$ cat src/rtl/alu_result_stage.sv
// Registered ALU result select with zero/overflow/illegal-op flags into a 2-entry valid/ready buffer.
// Latency 1 cycle from accepted push to out_valid; throughput 1 op/cycle while out_ready is high.
// Backpressure: in_ready drops when both entries are full; optional parity output under ALU_RESULT_PARITY_EN.
module alu_result_stage #(
    parameter int WIDTH = 32,
    parameter int DEPTH = 2
) (
    input  logic             clk,
    input  logic             reset,
    input  logic             in_valid,
    output logic             in_ready,
    input  logic [2:0]       op,
    input  logic [WIDTH-1:0] and_r,
    input  logic [WIDTH-1:0] or_r,
    input  logic [WIDTH-1:0] xor_r,
    input  logic [WIDTH-1:0] nor_r,
    input  logic [WIDTH-1:0] add_r,
    input  logic [WIDTH-1:0] sub_r,
    input  logic             add_ovf,
    input  logic             sub_ovf,
    output logic             out_valid,
    input  logic             out_ready,
    output logic [WIDTH-1:0] result,
    output logic             zero,
    output logic             ovf,
    output logic             err
`ifdef ALU_RESULT_PARITY_EN
    ,
    output logic             parity
`endif
);

    localparam int CNT_W = $clog2(DEPTH + 1);

    typedef struct packed {
        logic [WIDTH-1:0] res;
        logic             zero;
        logic             ovf;
        logic             err;
`ifdef ALU_RESULT_PARITY_EN
        logic             par;
`endif
    } entry_t;

    entry_t           mem [DEPTH];
    entry_t           new_entry;
    entry_t           head;
    logic [CNT_W-1:0] count;
    logic             wr_ptr;
    logic             rd_ptr;
    logic             push;
    logic             pop;
    logic [WIDTH-1:0] sel_res;
    logic             sel_ovf;
    logic             sel_err;

    always_comb begin
        sel_res = '0;
        sel_ovf = 1'b0;
        sel_err = 1'b0;
        case (op)
            3'b000: sel_res = and_r;
            3'b001: sel_res = or_r;
            3'b010: sel_res = xor_r;
            3'b011: sel_res = nor_r;
            3'b100: begin
                sel_res = add_r;
                sel_ovf = add_ovf;
            end
            3'b101: begin
                sel_res = sub_r;
                sel_ovf = sub_ovf;
            end
            // Signed less-than: true sign of a-b is the raw sign corrected by overflow.
            3'b110: sel_res = {{(WIDTH-1){1'b0}}, sub_r[WIDTH-1] ^ sub_ovf};
            default: sel_err = 1'b1;
        endcase
    end

    always_comb begin
        new_entry      = '0;
        new_entry.res  = sel_res;
        new_entry.zero = (sel_res == '0);
        new_entry.ovf  = sel_ovf;
        new_entry.err  = sel_err;
`ifdef ALU_RESULT_PARITY_EN
        new_entry.par  = ^sel_res;
`endif
    end

    assign in_ready  = (count != CNT_W'(DEPTH));
    assign out_valid = (count != '0);
    assign push      = in_valid && in_ready;
    assign pop       = out_valid && out_ready;

    always_ff @(posedge clk) begin
        if (reset) begin
            count  <= '0;
            wr_ptr <= 1'b0;
            rd_ptr <= 1'b0;
        end else begin
            if (push) begin
                wr_ptr <= ~wr_ptr;
            end
            if (pop) begin
                rd_ptr <= ~rd_ptr;
            end
            if (push && !pop) begin
                count <= count + CNT_W'(1);
            end else if (pop && !push) begin
                count <= count - CNT_W'(1);
            end
        end
    end

    // Entry storage needs no reset: contents are masked until count says they are live.
    always_ff @(posedge clk) begin
        if (push && !reset) begin
            mem[wr_ptr] <= new_entry;
        end
    end

    assign head   = mem[rd_ptr];
    assign result = out_valid ? head.res  : '0;
    assign zero   = out_valid ? head.zero : 1'b0;
    assign ovf    = out_valid ? head.ovf  : 1'b0;
    assign err    = out_valid ? head.err  : 1'b0;
`ifdef ALU_RESULT_PARITY_EN
    assign parity = out_valid ? head.par  : 1'b0;
`endif

endmodule

$ cat config.mk
export PLATFORM = sky130hd
export DESIGN_NAME = alu_result_stage
export DESIGN_NICKNAME = d
export VERILOG_FILES = /design/src/rtl/alu_result_stage.sv
export SDC_FILE = /design/constraint.sdc
export NUM_CORES = 1
export LEC_CHECK = 0
export BUFFER_PORTS_ARGS = -buffer_cell sky130_fd_sc_hd__buf_2
export CAP_MARGIN = 10
export CELL_PAD_IN_SITES_DETAIL_PLACEMENT = 1
export CELL_PAD_IN_SITES_GLOBAL_PLACEMENT = 1
export CORE_MARGIN = 3
export CORE_UTILIZATION = 36
export DETAILED_ROUTE_END_ITERATION = 8
export PLACE_DENSITY_LB_ADDON = 0.1
export SETUP_SLACK_MARGIN = 0.5
export SLEW_MARGIN = 20
export SYNTH_ARGS = -nofsm -noshare
export SYNTH_HDL_FRONTEND = slang
export SYNTH_SLANG_ARGS = --single-unit
$ cat constraint.sdc
create_clock -name clk -period 6.45 [get_ports clk]
set_input_delay 0.9675 -clock clk [delete_from_list [all_inputs] [get_ports clk]]
set_output_delay 0.9675 -clock clk [all_outputs]
set_load 0.005 [all_outputs]
# Word-level counts from Yosys, hierarchy flattened
# Memories as Yosys holds them, arrays and structs flattened. A register that Yosys moved wholly into a read port is not among the register bits.
# Index checks and enable logic that the tools add are counted.
classes:
  muxes: 13
  eq_ne: 7
  n_bitwise: 3
  n_reduce_logical: 13
  addsub: 2
op_table:
  columns: ["op", "n"]
  rows:
  - ["$pmux 32 s7", 1]
  - ["$logic_not 32->1", 1]
  - ["$mux 32", 1]
  - ["$eq 3x3->1 const B", 3]
  - ["$mux 1", 8]
  - ["$reduce_or 7->1", 1]
  - ["$eq 3x2->1 const B", 2]
  - ["$logic_and 1x1->1", 5]
  - ["$mux 2", 2]
  - ["$reduce_bool 2->1", 2]
  - ["$eq 3x1->1 const B", 1]
  - ["$logic_not 1->1", 3]
  - ["$logic_not 3->1", 1]
  - ["$add 2x1->2 const B", 1]
  - ["$ne 2x2->1 const B", 1]
  - ["$not 1->1", 2]
  - ["$pmux 1 s2", 1]
  - ["$sub 2x1->2 const B", 1]
  - ["$xor 1x1->1", 1]
totals:
  ff_bits: 4
  in_bits: 201
  output_inout_bits: 37
  ram_bits: 70
  memories: 1
mem_list:
  columns: ["name", "depth", "word_bits", "rd", "rd_clocked_by_memory_dff", "wr", "line", "text"]
  rows:
  - ["mem", 2, 35, 1, 1, 1, "45", "entry_t mem [DEPTH];"]

# Depth between registers and ports, before layout
depth:
  word_depth: 6
  depth_mapped: 9
  mapped_depth_nobuf: 7

# Worst setup path before layout
# OpenSTA, ideal clock, no wires.
synth_timing:
  kind: "input port to flip-flop"
  from: "input in_valid"
  to: "memory mem[1][0] (netlist name) (enable)"
  path_buffers: 0
  arrival_ns: 3.676
  slack_ns: 2.295
  path_stages: 2
  path_cell_list: "nand2_1 nor3b_1"
synth_between:
  elab_chain_len: 4
synth_lines:
  columns: ["item", "line", "text"]
  rows:
  - ["start, declared", "10", "input logic in_valid,"]
  - ["$logic_and 1x1->1", "93", "assign push = in_valid && in_ready;"]
  - ["$logic_and 1x1->1", "118", "if (push && !reset) begin"]
  - ["$mux 1", "118", null]
  - ["$mux 1 (implied by the code)", "119", "mem[wr_ptr] <= new_entry;"]
  - ["end, declared", "45", null]
# Every way passes these cells.

==> metrics.md <==
| Metric | Value |
|---|---|
| Final Cycle Share | `between 50 and 60%` |
| Nets | `832` |
| Core area | `12300 sq um` |
| Drt pass-1 iters | `4` |
| # IOs | `238` |
| Total gr overflow | `0` |
| Final worst slack | `2900 ps` |
| Worst R2R Setup Slack | `around 4600 ps` |
| Clk buf depth | `2` |
| GRT met2 Usage | `around 36%` |
| WP data arrival | `between 3000 and 4000 ps` |
| Final setup violation count | `0` |
| Num CTS Buffers | `9` |
| FF-to-FF Start | `count[1]` |
| Hold wc startpoint | `rd_ptr` |
| Clock sinks | `75` |
| Main synth FF type | `edfxtp_1` |
| IO Port Bufs | `237` |
| Area Overhead vs Synth | `33.7%` |
| Final WL | `approximately 16 mm` |
| Status | `complete, no violations` |
| FP Rows | `40` |
| Full die area | `14200 sq um` |
| Die H | `roughly 120 um` |
| Max-Slew Margin vs Limit | `between 20% and 30%` |
| Critical path launch point type | `input port` |
| Share of cells above drive strength 1 | `between 40% and 50%` |
| Busiest grt layer | `met2` |
| Hold_ws | `between 500 and 600 ps` |
| FFs w/ async S/R, synth | `0%` |
| M1 GR Usage | `roughly 28%` |
| Final Hold Vio Count | `0` |
| Mapped Cells | `roughly 400` |
| Setup WS pre-CTS | `2530 ps` |
| Worst R2R End | `count[1]` |
| First-pass GRT wire length | `about 24 mm` |
| Met3 Usage GRT | `under 10%` |
| Leak | `between 2 and 3 nW` |
| Peak Freq | `0.282 GHz` |
| Synthesized cell area | `4630 sq um` |
| Fin crit period | `3550 ps` |
| Initial drt markers | `about 180` |
| Mapped Nets | `609` |
| Hold Crit Class | `reg -> reg` |
| Final-report max-slew violation count | `0` |
| Hold Buf Count CTS | `0` |
| Setup TNS | `0 ps` |
| Worst setup EP type | `register` |
| Antenna Nets Post-Route | `0` |
| Cell depth of the worst hold path | `2` |
| Chip Width | `between 100 and 150 um` |
| Synth Warn # | `0` |
| WL per Instance | `approximately 20 um` |
| CTS H-tree depth | `3` |
| CTS tree | `done` |
| Hpwl dp | `about 13 mm` |
| Syn Area/Cell | `11.4 sq um` |
| Peak VDD IR | `roughly 0.00017 V` |
| Seq cells post-synth | `75` |
| Clock Skews | `~5.7 ps` |
| Drt drc | `0` |
| Largest net degree at the start of global routing | `between 70 and 80` |
| Initial antenna violation count | `2` |
| Crit Path Max Fanout | `53` |
| Post-DR vias/cell | `5.11` |
| GPL Wtd Cong | `approximately 0.86` |
| Total GRT Usage | `between 20% and 30%` |
| Max Cap Viol | `0` |
| # resized after CTS | `0` |
| Cell Pwr Density | `~270 nW/um^2` |
| Post-synth EDFFs | `70` |
| Post-CTS Setup Bufs | `0` |
| Vias in the first global route | `between 4k and 5k` |
| Worst Tran Pin Value | `1080 ps` |
| Critical path class | `in -> reg` |
| Initial Utilization | `37.7%` |
| Vias post-DR | `~4.1k` |
| Hold endpoint | `rd_ptr` |
| Cell variety after synth | `45` |
| Reg2Reg Depth | `7` |
| Post-synthesis sequential area ratio | `about 48%` |
| Root buffer cell | `clkbuf_16` |
| RSZ-0062 raised after global routing | `false` |
| Clk pin slew, worst setup/hold paths | `60 ps` |
| CP Data Required Time | `6590 ps` |
| Skew-Pair Late Insertion Delay | `~330 ps` |
[worst max-delay path by stage]
stage	slack, ps	to	startpoint
2_1_floorplan	2300	mem[1][0]	in_valid
3_3_place_gp	2710	mem[0][2]	op[1]
3_5_place_dp	2530	mem[1][2]	op[1]
4_1_cts	2890	mem[1][2]	op[1]
5_1_grt	2650	mem[1][2]	op[1]
6_report	2900	mem[0][2]	op[1]
[state kept, by name (all words and copies together) (netlist names), named ones only]
signal  cells
count       2
rd_ptr      1
mem        70
wr_ptr      1
[metal layers]
| layer | vias up | wire length (um) |
|---|---|---|
| met1 | 1938 | 6720 |
| li1 | 1991 | - |
| met2 | 164 | 7720 |
| met3 | 13 | 1070 |
| met5 | - | 0 |
| met4 | 0 | 216 |
[critical path, cell delays in order]
cell and delay (ps):
buf_2 750, nand2b_1 780, nor2_1 110, a221o_1 330
nor4_2 260, nand4b_1 150, nor4_2 330
[per-stage QoR]
stage	instance area (sq um)	cells	utilization [%]	power [mW]
CTS	6180	802	50.4	1.69
global placement	5900	787	48.1	1.19
finish	6190	804	50.5	1.67
detailed placement	5900	787	48.1	1.21
global route	6190	804	50.5	1.77
floorplan	4630	407	-	0.963
[layout make-up]
class	count	area [sq um]
diodes	2	5.00
clock buffers	9	225
clock inverters	6	57.6
fillers	1427	6070
inverters	5	18.8
multi-input cells	299	2260
flip-flops and latches	75	2200
well taps	168	210
repair buffers	240	1210
[where the power goes]
group,switching (mW),internal (mW),total [mW]
clock,0.180,0.294,0.474
combinational,0.280,0.258,0.537
sequential,0.0574,0.598,0.656
[cells in the mapped netlist (2+ instances only)]
cell	n	area [sq um]
and2_1	3	18.8
a221o_1	5	50.1
o22a_1	6	52.6
nor4_2	2	25.0
inv_1	4	15.0
nor2_1	53	199
xor2_1	5	43.8
buf_6	2	22.5
dfxtp_1	5	100
nand2b_1	3	18.8
buf_4	9	67.6
o211ai_1	3	22.5
o221ai_1	10	87.6
edfxtp_1	70	2100
buf_1	2	7.51
clkbuf_1	9	33.8
buf_2	6	30.0
nand3_1	8	40.0
mux2_2	18	203
or2_2	2	12.5
mux2i_1	99	991
mux4_2	2	45.0
nor4_1	3	18.8
a21oi_1	8	40.0
nand2_1	25	93.8
o21ai_0	21	105
o22ai_1	4	25.0
a22oi_1	3	22.5
[cell usage in the layout (no fill, tap or decap), types with 2 or more instances in the layout]
cell       count
o22a_1         6
inv_1          4
mux2i_1       99
nor4_2         2
nor2_1        52
buf_2        236
nand2_1       25
xor2_1         5
clkinv_2       3
a21oi_1        8
a22oi_1        3
clkbuf_16      9
mux4_2         2
mux2_2        18
nor4_1         3
or2_2          2
o21ai_0       21
o221ai_1      10
buf_4          4
a221o_1        5
o22ai_1        4
diode_2        2
edfxtp_1      70
nand3_1        8
and2_1         3
o211ai_1       3
dfxtp_1        4
nand2b_1       3
[cells by family after synthesis]
logic type | Yosys count | synth area share (%)
xor+xnor | 5 | 0.946
mux | 120 | 27.1
simple gates | 108 | 10.5
compound gates | 65 | 9.65
fa+ha+maj | 1 | 0.270
buf+inv | 33 | 3.89
flops | 75 | 47.6
(Power assumes the default switching activity.)
